**src/rtl/counter_pkg.sv**
```systemverilog
// Shared constants and a parameter sanity check for the up/down counter family.
package counter_pkg;

  localparam logic DIR_UP   = 1'b1;
  localparam logic DIR_DOWN = 1'b0;

  localparam int MODE_WRAP = 0;
  localparam int MODE_SAT  = 1;

  // True when mod_max is a usable top count for a counter of the given width.
  function automatic bit mod_max_fits(input int width, input longint mod_max);
    return (width >= 2) && (width <= 62) && (mod_max >= 1) &&
           (mod_max <= ((longint'(1) << width) - 1));
  endfunction

endpackage

```
**src/rtl/updown_counter_param_if.sv**
```systemverilog
// Control/status bundle of the up/down counter; master drives controls, slave is the counter.
interface updown_counter_param_if #(
  parameter int WIDTH = 8
);

  logic             en;
  logic             up_down;
  logic             load;
  logic [WIDTH-1:0] load_val;
  logic             ovf_clr;
  logic [WIDTH-1:0] out;
  logic             tc;
  logic             ovf;

  modport master (
    output en, up_down, load, load_val, ovf_clr,
    input  out, tc, ovf
  );

  modport slave (
    input  en, up_down, load, load_val, ovf_clr,
    output out, tc, ovf
  );

endinterface

```
**src/rtl/counter_prescaler.sv**
```systemverilog
// Divides enabled cycles by PRESCALE: tick is high on every PRESCALE-th en cycle.
module counter_prescaler #(
  parameter int PRESCALE = 4
) (
  input  logic clk,
  input  logic rst,
  input  logic en,
  input  logic clr,
  output logic tick
);

  localparam int            CW   = (PRESCALE > 1) ? $clog2(PRESCALE) : 1;
  localparam logic [CW-1:0] LAST = CW'(PRESCALE - 1);

  logic [CW-1:0] cnt_q;
  logic [CW-1:0] cnt_d;

  // Phase only advances on enabled cycles, so gaps in en stretch the period.
  always_comb begin
    cnt_d = cnt_q;
    if (clr) begin
      cnt_d = '0;
    end else if (en) begin
      cnt_d = (cnt_q == LAST) ? '0 : cnt_q + CW'(1);
    end
  end

  always_ff @(posedge clk or negedge rst) begin
    if (!rst) begin
      cnt_q <= '0;
    end else begin
      cnt_q <= cnt_d;
    end
  end

  assign tick = en && !clr && (cnt_q == LAST);

endmodule

```
**src/rtl/updown_counter_param.sv**
```systemverilog
// Parametrised up/down counter with modulus, load, wrap/saturate, tc pulse and sticky ovf.
// Optional en-cycle prescaler enabled by defining COUNTER_PRESCALE_EN.
module updown_counter_param
  import counter_pkg::*;
#(
  parameter int     WIDTH    = 8,
  parameter longint MOD_MAX  = (longint'(1) << WIDTH) - 1,
  parameter int     SAT      = MODE_WRAP,
  parameter int     PRESCALE = 4
) (
  input  logic                  clk,
  input  logic                  rst,
  updown_counter_param_if.slave bus
);

  localparam logic [WIDTH-1:0] MAX_V = WIDTH'(MOD_MAX);

  if (!mod_max_fits(WIDTH, MOD_MAX)) begin : g_bad_mod_max
    $error("updown_counter_param: MOD_MAX does not fit in WIDTH bits");
  end
  if (PRESCALE < 1) begin : g_bad_prescale
    $error("updown_counter_param: PRESCALE must be at least 1");
  end

  logic             step;
  logic [WIDTH-1:0] out_q;
  logic [WIDTH-1:0] out_d;
  logic             tc_q;
  logic             tc_d;
  logic             ovf_q;
  logic             ovf_d;

`ifdef COUNTER_PRESCALE_EN
  logic step_tick;

  counter_prescaler #(
    .PRESCALE (PRESCALE)
  ) u_prescaler (
    .clk  (clk),
    .rst  (rst),
    .en   (bus.en),
    .clr  (bus.load),
    .tick (step_tick)
  );

  assign step = bus.en && step_tick;
`else
  assign step = bus.en;
`endif

  // Bounds are tested before the +/-1, so a MOD_MAX of all ones never relies on rollover.
  always_comb begin
    out_d = out_q;
    tc_d  = 1'b0;
    ovf_d = ovf_q;
    if (bus.ovf_clr) begin
      ovf_d = 1'b0;
    end
    if (bus.load) begin
      out_d = (bus.load_val > MAX_V) ? MAX_V : bus.load_val;
    end else if (step) begin
      if (bus.up_down == DIR_UP) begin
        if (out_q == MAX_V) begin
          out_d = (SAT == MODE_SAT) ? MAX_V : '0;
          tc_d  = 1'b1;
          ovf_d = 1'b1;
        end else begin
          out_d = out_q + WIDTH'(1);
        end
      end else begin
        if (out_q == '0) begin
          out_d = (SAT == MODE_SAT) ? '0 : MAX_V;
          tc_d  = 1'b1;
          ovf_d = 1'b1;
        end else begin
          out_d = out_q - WIDTH'(1);
        end
      end
    end
  end

  always_ff @(posedge clk or negedge rst) begin
    if (!rst) begin
      out_q <= '0;
      tc_q  <= 1'b0;
      ovf_q <= 1'b0;
    end else begin
      out_q <= out_d;
      tc_q  <= tc_d;
      ovf_q <= ovf_d;
    end
  end

  assign bus.out = out_q;
  assign bus.tc  = tc_q;
  assign bus.ovf = ovf_q;

endmodule
```
**src/flat_wrapper.sv**
```systemverilog
// flat-port wrapper written by rule: the top's interface ports become plain ports
module updown_counter_param_flat import counter_pkg::*;
#(
  parameter int     WIDTH    = 8,
  parameter longint MOD_MAX  = (longint'(1) << WIDTH) - 1,
  parameter int     SAT      = MODE_WRAP,
  parameter int     PRESCALE = 4
)
  (clk, rst, bus_en, bus_up_down, bus_load, bus_load_val, bus_ovf_clr, bus_out, bus_tc, bus_ovf);
  updown_counter_param_if #(.WIDTH(WIDTH)) bus_i ();
  input  logic clk;
  input  logic rst;
  input wire logic [$bits(bus_i.en)-1:0] bus_en;
  input wire logic [$bits(bus_i.up_down)-1:0] bus_up_down;
  input wire logic [$bits(bus_i.load)-1:0] bus_load;
  input wire logic [$bits(bus_i.load_val)-1:0] bus_load_val;
  input wire logic [$bits(bus_i.ovf_clr)-1:0] bus_ovf_clr;
  output wire logic [$bits(bus_i.out)-1:0] bus_out;
  output wire logic [$bits(bus_i.tc)-1:0] bus_tc;
  output wire logic [$bits(bus_i.ovf)-1:0] bus_ovf;
  assign bus_i.en = bus_en;
  assign bus_i.up_down = bus_up_down;
  assign bus_i.load = bus_load;
  assign bus_i.load_val = bus_load_val;
  assign bus_i.ovf_clr = bus_ovf_clr;
  assign bus_out = bus_i.out;
  assign bus_tc = bus_i.tc;
  assign bus_ovf = bus_i.ovf;
  updown_counter_param #(.WIDTH(WIDTH), .MOD_MAX(MOD_MAX), .SAT(SAT), .PRESCALE(PRESCALE)) u_core (.clk(clk), .rst(rst), .bus(bus_i));
endmodule
```
**config.mk**
```make
export PLATFORM = sky130hd
export DESIGN_NAME = updown_counter_param_flat
export DESIGN_NICKNAME = d
export VERILOG_FILES = /design/src/rtl/counter_pkg.sv /design/src/rtl/updown_counter_param_if.sv /design/src/rtl/counter_prescaler.sv /design/src/rtl/updown_counter_param.sv /design/src/flat_wrapper.sv
export SDC_FILE = /design/constraint.sdc
export NUM_CORES = 1
export LEC_CHECK = 0
export CAP_MARGIN = 15
export CORE_MARGIN = 4
export CORE_UTILIZATION = 47
export DETAILED_ROUTE_END_ITERATION = 10
export GPL_TIMING_DRIVEN = 1
export PLACE_DENSITY = 0.78
export SLEW_MARGIN = 20
export SYNTH_ARGS = -nofsm -noshare
export SYNTH_HDL_FRONTEND = slang
export SYNTH_HIERARCHICAL = 1
export SYNTH_SLANG_ARGS = --single-unit
```
**constraint.sdc**
```tcl
create_clock -name clk -period 2.1 [get_ports clk]
set_input_delay 0.42 -clock clk [delete_from_list [all_inputs] [get_ports clk]]
set_output_delay 0.42 -clock clk [all_outputs]
set_load 0.005 [all_outputs]
```
Word level (Yosys, flattened, before mapping)
Cells that the tools add are included.
- reductions and logical operators: 2
- mux-type cells: 17
- add/subtract/negate cells: 2
- eq/ne operators: 1
- $lt $le $gt $ge: 1
- operator list (operator ; count):
    8-bit 2-to-1 mux ; 6
    1-bit 2-to-1 mux ; 11
    8-bit by 1-bit adder with 8-bit output (second input constant) ; 1
    8-bit == test (second input constant) ; 1
    8-bit greater-than comparator (second input constant) ; 1
    8-bit logical NOT ; 1
    8-bit by 1-bit subtractor with 8-bit output (second input constant) ; 1
    2-bit nonzero test ; 1
- register bits: 10
- word-level logic and storage cells: 26

Logic depth before layout (Yosys ltp)
Gate-level depths: netlist (run 1).
- word-level depth: 5
- depth in mapped cells: 6

Least setup slack after synthesis (run 1)
Ideal clock, no wire load.
- path kind: flip-flop to flip-flop
- start point: register u_core.out_q[0] (netlist: u_core/bus.out[0])
- end point: register u_core.out_q[2] (netlist: u_core/bus.out[2])
- data required time: 1.990 ns
- path slack: 0.295 ns
- cell stages (with the launch flop): 7
- clock period less this slack: 1.805 ns
- setup time: 0.110 ns
- data arrival time: 1.695 ns
- path buffers: 0
- cells stage by stage: dfrtp_1 -> inv_1 -> ha_1 -> or3b_2 -> nor2_1 -> nor3_1 -> o41ai_1
- word-level cells in the longest chain between the ends: 5
- ends and longest elaborated chain (item ; RTL line ; RTL):
    start: declaration ; updown_counter_param.sv:26 ; logic [WIDTH-1:0] out_q;
    start signal: assignment ; updown_counter_param.sv:88 ; out_q <= out_d;
    8-bit by 1-bit subtractor with 8-bit output (tied with other cells) ; updown_counter_param.sv:76 ; out_d = out_q - WIDTH'(1);
    8-bit 2-to-1 mux, on equally long branches ; updown_counter_param.sv:71, updown_counter_param.sv:63 ;
    8-bit 2-to-1 mux * ; updown_counter_param.sv:62 ; if (bus.up_down == DIR_UP) begin
    8-bit 2-to-1 mux * ; updown_counter_param.sv:61 ; end else if (step) begin
    8-bit 2-to-1 mux * ; updown_counter_param.sv:59 ; if (bus.load) begin
Every way passes the cells marked *; elsewhere a longest branch is shown, timed or not. The select of a mux whose other input is x is not followed.
A chain may end at the register's enable or synchronous reset.

Final worst setup path (run 1)
- start point: register u_core.out_q[1] (netlist: u_core/bus.out[1])
- end point: register u_core.out_q[2] (netlist: u_core/bus.out[2])
Same word-level chain as after synthesis.

==> results of run 1 <==
-- power groups by stage --
stage,Sequential [mW],Clock [mW],Combinational [mW]
CTS,0.239,0.187,0.276
global route,0.243,0.197,0.305
floorplan,0.242,0,0.148
detailed placement,0.243,0,0.274
global placement,0.241,0,0.268
finish,0.240,0.181,0.279
-- worst paths after layout --
kind	end	depth (start not counted)	slack, ns	from
worst max register to register	u_core/bus.out[2]$_DFFE_PN0P_	6	0.14	u_core/bus.out[1]$_DFFE_PN0P_
worst min-delay path	u_core/bus.out[7]$_DFFE_PN0P_	1	0.48	rst
worst max-delay path	u_core/bus.out[2]$_DFFE_PN0P_	6	0.14	u_core/bus.out[1]$_DFFE_PN0P_
min in group clk	u_core/bus.ovf$_DFF_PN0_	2	0.54	u_core/bus.ovf$_DFF_PN0_
worst min register to register	u_core/bus.ovf$_DFF_PN0_	2	0.54	u_core/bus.ovf$_DFF_PN0_
max in group asynchronous	u_core/bus.out[3]$_DFFE_PN0P_	1	1.29	rst
-- logic make-up (layout without fill, tap and decap cells) --
kind of cell / after synthesis / in the layout / synth area share, %
AOI/OAI and AO/OA: 34 / 34 / 28.6
xor gates and xnor gates: 4 / 4 / 3.97
adders and majority gates: 3 / 3 / 4.25
buffers and inverters: 15 / 48 / 7.36
DFF: 10 / 10 / 28.3
muxes: 1 / 1 / 1.13
and+or+nand+nor: 43 / 43 / 26.3
-- routing by layer --
layer	GRT usage (%)	vias to the layer above	wire [um]	share of wire, %
met2	39.1	68	1230	47
li1	-	473	-	-
met5	0	-	0	0
met3	5.25	2	254	9.6
met1	27.6	466	1140	43
met4	5.68	0	8	0.30
-- Yosys cell counts, types with 2 or more instances --
cell type | instances | area [um^2]
sky130_fd_sc_hd__dfrtp_1 | 10 | 250
sky130_fd_sc_hd__inv_1 | 9 | 33.8
sky130_fd_sc_hd__nand2_1 | 9 | 33.8
sky130_fd_sc_hd__nor3_1 | 7 | 35.0
sky130_fd_sc_hd__a21oi_1 | 6 | 30.0
sky130_fd_sc_hd__nand3_1 | 5 | 25.0
sky130_fd_sc_hd__clkbuf_1 | 4 | 15.0
sky130_fd_sc_hd__nor2_1 | 4 | 15.0
sky130_fd_sc_hd__o21ai_1 | 4 | 20.0
sky130_fd_sc_hd__ha_1 | 3 | 37.5
sky130_fd_sc_hd__nor3b_1 | 3 | 22.5
sky130_fd_sc_hd__o21ai_0 | 3 | 15.0
sky130_fd_sc_hd__o31ai_1 | 3 | 22.5
sky130_fd_sc_hd__o41ai_1 | 3 | 26.3
sky130_fd_sc_hd__a31oi_1 | 2 | 12.5
sky130_fd_sc_hd__nand4_1 | 2 | 12.5
sky130_fd_sc_hd__nor2b_1 | 2 | 12.5
sky130_fd_sc_hd__nor4_1 | 2 | 12.5
sky130_fd_sc_hd__o211ai_1 | 2 | 15.0
sky130_fd_sc_hd__or2_2 | 2 | 12.5
sky130_fd_sc_hd__or3_1 | 2 | 12.5
sky130_fd_sc_hd__xnor2_1 | 2 | 17.5
sky130_fd_sc_hd__xor2_1 | 2 | 17.5
-- stage by stage --
stage                     power, mW  instance area, um^2  util, %
after floorplan               0.390                  883        -
final                         0.700                 1240     71.2
after detailed placement      0.517                 1200     69.0
after global routing          0.745                 1240     71.2
after global placement        0.510                 1200     69.0
after CTS                     0.703                 1240     71.0
-- layout make-up --
type | count | area (um^2)
Tap cell | 25 | 31.3
Sequential cell | 10 | 250
Timing Repair Buffer | 35 | 320
Fill cell | 150 | 503
Clock buffer | 4 | 36.3
Inverter | 9 | 33.8
Multi-Input combinational cell | 85 | 571
-- registers in the layout, indices dropped and copies added (netlist names) --
| signal | cells |
|---|---|
| u_core/bus.out | 8 |
| u_core/bus.ovf | 1 |
| u_core/bus.tc | 1 |
==> flow_results.xml, run 1 <==
<?xml version="1.0" encoding="UTF-8"?>
<metrics>
  <group name="layout">
    <metric name="final_net_count" unit="">161</metric>
    <metric name="final_cell_mix" unit="">23 x sky130_fd_sc_hd__clkdlybuf4s50_1, 12 x sky130_fd_sc_hd__buf_4, 10 x sky130_fd_sc_hd__dfrtp_1, 9 x sky130_fd_sc_hd__inv_1, 9 x sky130_fd_sc_hd__nand2_1</metric>
    <metric name="layout-drive-gt1-share" unit="%">15.4</metric>
    <metric name="fin_cells" unit="">168</metric>
    <metric name="antenna_cells_inserted" unit="">0</metric>
    <metric name="layout_commonest_cell" unit="">sky130_fd_sc_hd__clkdlybuf4s50_1</metric>
    <metric name="synthToLayoutAreaGrowth" unit="%">40.7</metric>
  </group>
  <group name="global_routing">
    <metric name="first_global_vias" unit="">1006</metric>
    <metric name="grt_remaining_overflow" unit="">0</metric>
    <metric name="grt_usage" unit="%">22.4</metric>
    <metric name="antenna_found_initial" unit="">0</metric>
    <metric name="largest_net_degree_at_the_start_of_global_routing" unit="">15</metric>
    <metric name="grt_pass1_wl" unit="um">4500</metric>
  </group>
  <group name="route">
    <metric name="wl_per_cell" unit="um">15.7</metric>
    <metric name="detailedRoute.firstIterationViolations" unit="">48</metric>
    <metric name="vias" unit="">1009</metric>
    <metric name="pre_repair_dr_iteration_count" unit="">4</metric>
    <metric name="drt-vias-per-instance" unit="">6.01</metric>
    <metric name="post-route-drc-count" unit="">0</metric>
    <metric name="route.antenna.remaining_nets" unit="">0</metric>
    <metric name="finalWirelength" unit="um">2640</metric>
  </group>
  <group name="sta">
    <metric name="setup-tns-final" unit="ns">0</metric>
    <metric name="period_minus_slack" unit="ns">1.96</metric>
    <metric name="grt_setup_unrepaired" unit="">false</metric>
    <metric name="final.setup.worst_slack" unit="ns">0.145</metric>
    <metric name="hold_violations" unit="">0</metric>
    <metric name="maxSlewHeadroom" unit="%">67.0</metric>
    <metric name="final.period_utilization" unit="%">93.1</metric>
    <metric name="final.hold.worst_slack" unit="ns">0.475</metric>
    <metric name="worst_slew_pin_slew" unit="ns">0.494</metric>
    <metric name="fin_skew" unit="ns">0.00454</metric>
    <metric name="timing_max_transition_violations_final" unit="">0</metric>
    <metric name="finalSetupViolCount" unit="">0</metric>
    <metric name="maxClockFrequency" unit="MHz">511</metric>
  </group>
  <group name="cts">
    <metric name="cts.repair_timing.setup_buffer_count" unit="">0</metric>
    <metric name="number_of_buffers_added_to_fix_hold_violations_after_cts" unit="">0</metric>
    <metric name="cts.sink_count" unit="">10</metric>
    <metric name="cts_made_buffers" unit="">3</metric>
    <metric name="cts_max_level" unit="">1</metric>
    <metric name="clock_tree.root_cell" unit="">sky130_fd_sc_hd__clkbuf_4</metric>
    <metric name="worst_setup_hold_path_clk_slew" unit="ns">0.08</metric>
    <metric name="source_to_sink_clock_delay_at_the_later_pin_of_the_worst_skew_pair" unit="ns">0.27</metric>
    <metric name="number_of_resized_instances_in_the_post_cts_repair_step" unit="">0</metric>
    <metric name="cts_buffer_depth" unit="">2</metric>
    <metric name="cts_tree" unit="">built</metric>
  </group>
  <group name="floorplanning">
    <metric name="rows" unit="">15</metric>
    <metric name="floorplan.die_area" unit="um^2">2640</metric>
    <metric name="top_level_ports" unit="">24</metric>
    <metric name="core_region_area" unit="um^2">1750</metric>
    <metric name="initial_core_util" unit="%">50.6</metric>
    <metric name="die_extent_in_y" unit="um">51.4</metric>
    <metric name="dieWidth" unit="um">51.4</metric>
  </group>
  <group name="logic_synthesis">
    <metric name="synth_enable_flop_cells" unit="">0</metric>
    <metric name="syn_avg_cell_area" unit="um^2">8.03</metric>
    <metric name="synth_nets" unit="">127</metric>
    <metric name="asyncSetResetFlopFracSynth" unit="%">100</metric>
    <metric name="yosys_warnings" unit="">6</metric>
    <metric name="mappedNetlistArea" unit="um^2">883</metric>
    <metric name="synthFlopType" unit="">sky130_fd_sc_hd__dfrtp_1</metric>
    <metric name="yosysSeqAreaShare" unit="%">28.3</metric>
    <metric name="synth.ff_latch_count" unit="">10</metric>
    <metric name="postSynthCellCount" unit="">110</metric>
    <metric name="yosysUniqueCellTypes" unit="">42</metric>
  </group>
  <group name="power_and_ir_drop">
    <metric name="seq_power_share" unit="%">34.3</metric>
    <metric name="power.combinational.fraction" unit="%">39.8</metric>
    <metric name="cell_internal_power_dissipation" unit="uW">462</metric>
    <metric name="vdd_drop_max" unit="uV">448</metric>
    <metric name="clock_power_share" unit="%">25.9</metric>
    <metric name="power_density" unit="nW/um^2">564</metric>
    <metric name="sw_share" unit="%">34.1</metric>
    <metric name="net-switching-power" unit="uW">239</metric>
    <metric name="leakage" unit="nW">0.497</metric>
  </group>
  <group name="setup_path">
    <metric name="crit_path_max_incr_delay" unit="ns">0.51</metric>
    <metric name="setup.worst_path.start_class" unit="">flop</metric>
    <metric name="worstPathMaxFanout" unit="">7</metric>
    <metric name="crit_path_end_kind" unit="">flop</metric>
    <metric name="critPathBufInv" unit="">1</metric>
    <metric name="arrival" unit="ns">2.11</metric>
    <metric name="setup.worst_path.class" unit="">reg2reg</metric>
    <metric name="crit_family" unit="">simple AND/OR/NAND/NOR gates</metric>
    <metric name="path_cells" unit="">inv_1 -&gt; ha_1 -&gt; or3b_2 -&gt; nor2_2 -&gt; nor3_1 -&gt; o41ai_1</metric>
    <metric name="slowest_stage" unit="">sky130_fd_sc_hd__or3b_2</metric>
    <metric name="cp.required" unit="ns">2.26</metric>
  </group>
  <group name="flow_run">
    <metric name="max_cap_viol_count" unit="">0</metric>
  </group>
  <group name="placed_design">
    <metric name="port-buffer-count" unit="">23</metric>
    <metric name="dp.cells" unit="">164</metric>
    <metric name="placement.setup.worst_slack" unit="ns">0.112</metric>
    <metric name="place.detailed.hpwl" unit="um">2010</metric>
    <metric name="weighted_congestion_at_the_end_of_routability_driven_global_placement" unit="">0.943</metric>
  </group>
  <group name="status">
    <metric name="run_status" unit="">complete, no violations</metric>
  </group>
  <group name="min_path">
    <metric name="timing.hold.worst.class" unit="">in2async</metric>
  </group>
</metrics>
Note: power is estimated with default switching activity, not from simulation.
==> run 2, diff against run 1 <==
--- a/config.mk
+++ b/config.mk
@@ -7,10 +7,12 @@
 export LEC_CHECK = 0
 export CAP_MARGIN = 15
 export CORE_MARGIN = 4
-export CORE_UTILIZATION = 47
+export CORE_UTILIZATION = 61
 export DETAILED_ROUTE_END_ITERATION = 10
+export DONT_BUFFER_PORTS = 1
 export GPL_TIMING_DRIVEN = 1
-export PLACE_DENSITY = 0.78
+export PLACE_DENSITY = 0.77
+export SETUP_SLACK_MARGIN = 0.05
 export SLEW_MARGIN = 20
 export SYNTH_ARGS = -nofsm -noshare
 export SYNTH_HDL_FRONTEND = slang
==> run 2 against run 1 <==
Against the previous run: die area fell by 20%; largest power group is now sequential cells; largest cell class unchanged; worst hold slack got worse by 0.24 ns; register-to-register slack improved by 0.05 ns; clock power hardly changed; non-clock buffer count down 29; sequential cell count unchanged; clock skew fell by 0.0023 ns; via count decreased by 9.4%; first-iteration DRC count is 10% lower; critical path depth is the same; final cell count decreased by 23%; setup slack better by 0.048 ns.
==> flow_results.xml, run 2 (synthesis gave the netlist of run 1 again) <==
<?xml version="1.0" encoding="UTF-8"?>
<metrics>
  <group name="status">
    <metric name="run_status" unit="">complete, no violations</metric>
  </group>
  <group name="global_routing">
    <metric name="first_global_vias" unit="">789</metric>
    <metric name="grt_remaining_overflow" unit="">0</metric>
    <metric name="grt_pass1_wl" unit="um">3620</metric>
    <metric name="grt_usage" unit="%">24.1</metric>
    <metric name="antenna_found_initial" unit="">0</metric>
    <metric name="largest_net_degree_at_the_start_of_global_routing" unit="">16</metric>
  </group>
  <group name="setup_path">
    <metric name="worstPathMaxFanout" unit="">5</metric>
    <metric name="critical_path.reg2reg.endpoint" unit="">u_core/bus.out[4]$_DFFE_PN0P_</metric>
    <metric name="ff2ff_setup_slack" unit="ns">0.19</metric>
    <metric name="crit_path_end_kind" unit="">flop</metric>
    <metric name="arrival" unit="ns">2.08</metric>
    <metric name="timing.rr.start" unit="">u_core/bus.out[0]$_DFFE_PN0P_</metric>
    <metric name="reg2reg_depth" unit="">6</metric>
    <metric name="setup.worst_path.class" unit="">reg2reg</metric>
    <metric name="cp.required" unit="ns">2.28</metric>
    <metric name="setup.worst_path.start_class" unit="">flop</metric>
  </group>
  <group name="placed_design">
    <metric name="place.detailed.hpwl" unit="um">1660</metric>
    <metric name="weighted_congestion_at_the_end_of_routability_driven_global_placement" unit="">0.916</metric>
    <metric name="port-buffer-count" unit="">0</metric>
    <metric name="dp.cells" unit="">124</metric>
  </group>
  <group name="power_and_ir_drop">
    <metric name="power_density" unit="nW/um^2">640</metric>
    <metric name="vdd_drop_max" unit="uV">567</metric>
    <metric name="leakage" unit="nW">0.378</metric>
  </group>
  <group name="layout">
    <metric name="synthToLayoutAreaGrowth" unit="%">8.92</metric>
    <metric name="final_net_count" unit="">132</metric>
    <metric name="fin_cells" unit="">129</metric>
    <metric name="final_cell_mix" unit="">10 x sky130_fd_sc_hd__dfrtp_1, 9 x sky130_fd_sc_hd__inv_1, 9 x sky130_fd_sc_hd__nand2_1, 7 x sky130_fd_sc_hd__nor3_1, 6 x sky130_fd_sc_hd__a21oi_1</metric>
    <metric name="layout_commonest_cell" unit="">sky130_fd_sc_hd__dfrtp_1</metric>
    <metric name="antenna_cells_inserted" unit="">0</metric>
    <metric name="layout-drive-gt1-share" unit="%">13.2</metric>
    <metric name="max_ffs_per_register" unit="">8</metric>
  </group>
  <group name="cts">
    <metric name="cts_buffer_depth" unit="">2</metric>
    <metric name="cts_max_level" unit="">1</metric>
    <metric name="source_to_sink_clock_delay_at_the_later_pin_of_the_worst_skew_pair" unit="ns">0.27</metric>
    <metric name="cts_tree" unit="">built</metric>
    <metric name="cts_made_buffers" unit="">3</metric>
    <metric name="clock_tree.root_cell" unit="">sky130_fd_sc_hd__clkbuf_4</metric>
    <metric name="cts.sink_count" unit="">10</metric>
    <metric name="worst_setup_hold_path_clk_slew" unit="ns">0.07</metric>
  </group>
  <group name="route">
    <metric name="finalWirelength" unit="um">2270</metric>
    <metric name="post-route-drc-count" unit="">0</metric>
    <metric name="vias" unit="">914</metric>
    <metric name="route.antenna.remaining_nets" unit="">0</metric>
    <metric name="pre_repair_dr_iteration_count" unit="">4</metric>
    <metric name="drt-vias-per-instance" unit="">7.09</metric>
    <metric name="wl_per_cell" unit="um">17.6</metric>
    <metric name="detailedRoute.firstIterationViolations" unit="">43</metric>
  </group>
  <group name="sta">
    <metric name="timing_max_transition_violations_final" unit="">0</metric>
    <metric name="final.period_utilization" unit="%">90.8</metric>
    <metric name="maxSlewHeadroom" unit="%">67.8</metric>
    <metric name="maxClockFrequency" unit="MHz">524</metric>
    <metric name="fin_skew" unit="ns">0.00227</metric>
    <metric name="worst_slew_pin_slew" unit="ns">0.481</metric>
    <metric name="finalSetupViolCount" unit="">0</metric>
    <metric name="setup-tns-final" unit="ns">0</metric>
    <metric name="grt_setup_unrepaired" unit="">false</metric>
    <metric name="hold_violations" unit="">0</metric>
    <metric name="final.hold.worst_slack" unit="ns">0.235</metric>
    <metric name="period_minus_slack" unit="ns">1.91</metric>
  </group>
  <group name="floorplanning">
    <metric name="rows" unit="">13</metric>
    <metric name="top_level_ports" unit="">24</metric>
    <metric name="core_region_area" unit="um^2">1330</metric>
    <metric name="floorplan.die_area" unit="um^2">2120</metric>
    <metric name="die_extent_in_y" unit="um">46.1</metric>
    <metric name="dieWidth" unit="um">46.1</metric>
    <metric name="initial_core_util" unit="%">66.2</metric>
  </group>
  <group name="flow_run">
    <metric name="max_cap_viol_count" unit="">0</metric>
  </group>
  <group name="min_path">
    <metric name="timing.hold.worst_path_depth" unit="">1</metric>
    <metric name="startpoint_of_the_lowest_slack_hold_path" unit="">bus_load</metric>
    <metric name="worstHoldEndpoint" unit="">u_core/bus.out[1]$_DFFE_PN0P_</metric>
    <metric name="timing.hold.worst.class" unit="">in2reg</metric>
  </group>
</metrics>
## run 2: changes by cell type in the layout (fill, tap and decap cells not counted)
cell,previous run,this run
sky130_fd_sc_hd__nor2_4,0,1
sky130_fd_sc_hd__buf_4,12,5
sky130_fd_sc_hd__clkdlybuf4s50_1,23,0
sky130_fd_sc_hd__nor2_2,1,0
sky130_fd_sc_hd__dlygate4sd3_1,0,1
## run 2: routing by layer
metal | global-route usage (%) | share of wire, % | wire [um] | up-vias
li1 | - | - | - | 427
met1 | 30.0 | 39 | 876 | 421
met2 | 37.1 | 46 | 1050 | 60
met3 | 6.25 | 13 | 288 | 6
met4 | 13.6 | 2.3 | 53 | 0
met5 | 0 | 0 | 0 | -
## run 2: report_power, final
group	switching (mW)	leakage, nW	internal, mW
registers	0.0360	0.122	0.211
clock network	0.0769	0.0210	0.105
logic	0.102	0.236	0.0848
## run 2: worst max-delay path by stage
stage | from | to | slack [ns] | cells past startpoint
2_1_floorplan | u_core/bus.out[0]$_DFFE_PN0P_ | u_core/bus.out[2]$_DFFE_PN0P_ | 0.29 | 6
3_3_place_gp | u_core/bus.out[0]$_DFFE_PN0P_ | u_core/bus.out[2]$_DFFE_PN0P_ | 0.20 | 6
3_5_place_dp | u_core/bus.out[0]$_DFFE_PN0P_ | u_core/bus.out[2]$_DFFE_PN0P_ | 0.09 | 6
4_1_cts | u_core/bus.out[0]$_DFFE_PN0P_ | u_core/bus.out[2]$_DFFE_PN0P_ | 0.07 | 6
5_1_grt | u_core/bus.out[0]$_DFFE_PN0P_ | u_core/bus.out[4]$_DFFE_PN0P_ | 0.06 | 6
6_report | u_core/bus.out[0]$_DFFE_PN0P_ | u_core/bus.out[4]$_DFFE_PN0P_ | 0.19 | 6
## run 2: layout make-up
type                            instances  area (um^2)
Sequential cell                        10          250
Tap cell                               15         18.8
Inverter                                9         33.8
Fill cell                             102          372
Timing Repair Buffer                    6         47.5
Multi-Input combinational cell         85          576
Clock buffer                            4         36.3
## run 2: through the flow
step                area (um^2)  worst slack [ns]  utilization, %  power (mW)
CTS                         955            0.0703            71.6       0.615
finish                      962             0.192            72.1       0.616
global placement            908             0.204            68.1       0.422
global route                962            0.0622            72.1       0.655
floorplan                   883             0.295               -       0.390
detailed placement          908            0.0867            68.1       0.426
## run 2: critical path: stages, from the launching register on
cell and delay [ns]:
sky130_fd_sc_hd__dfrtp_1 0.44, sky130_fd_sc_hd__inv_1 0.17, sky130_fd_sc_hd__ha_1 0.21, sky130_fd_sc_hd__or3b_2 0.51, sky130_fd_sc_hd__nor2_4 0.16, sky130_fd_sc_hd__nor3_1 0.07
sky130_fd_sc_hd__o31ai_1 0.24
## run 2: what timing repair did
action	4_1_cts	5_1_grt
gates resized for setup	0	2
buffers inserted	0	0
hold buffers	1	0
hold endpoints to repair	10	0
setup endpoints to repair	0	3
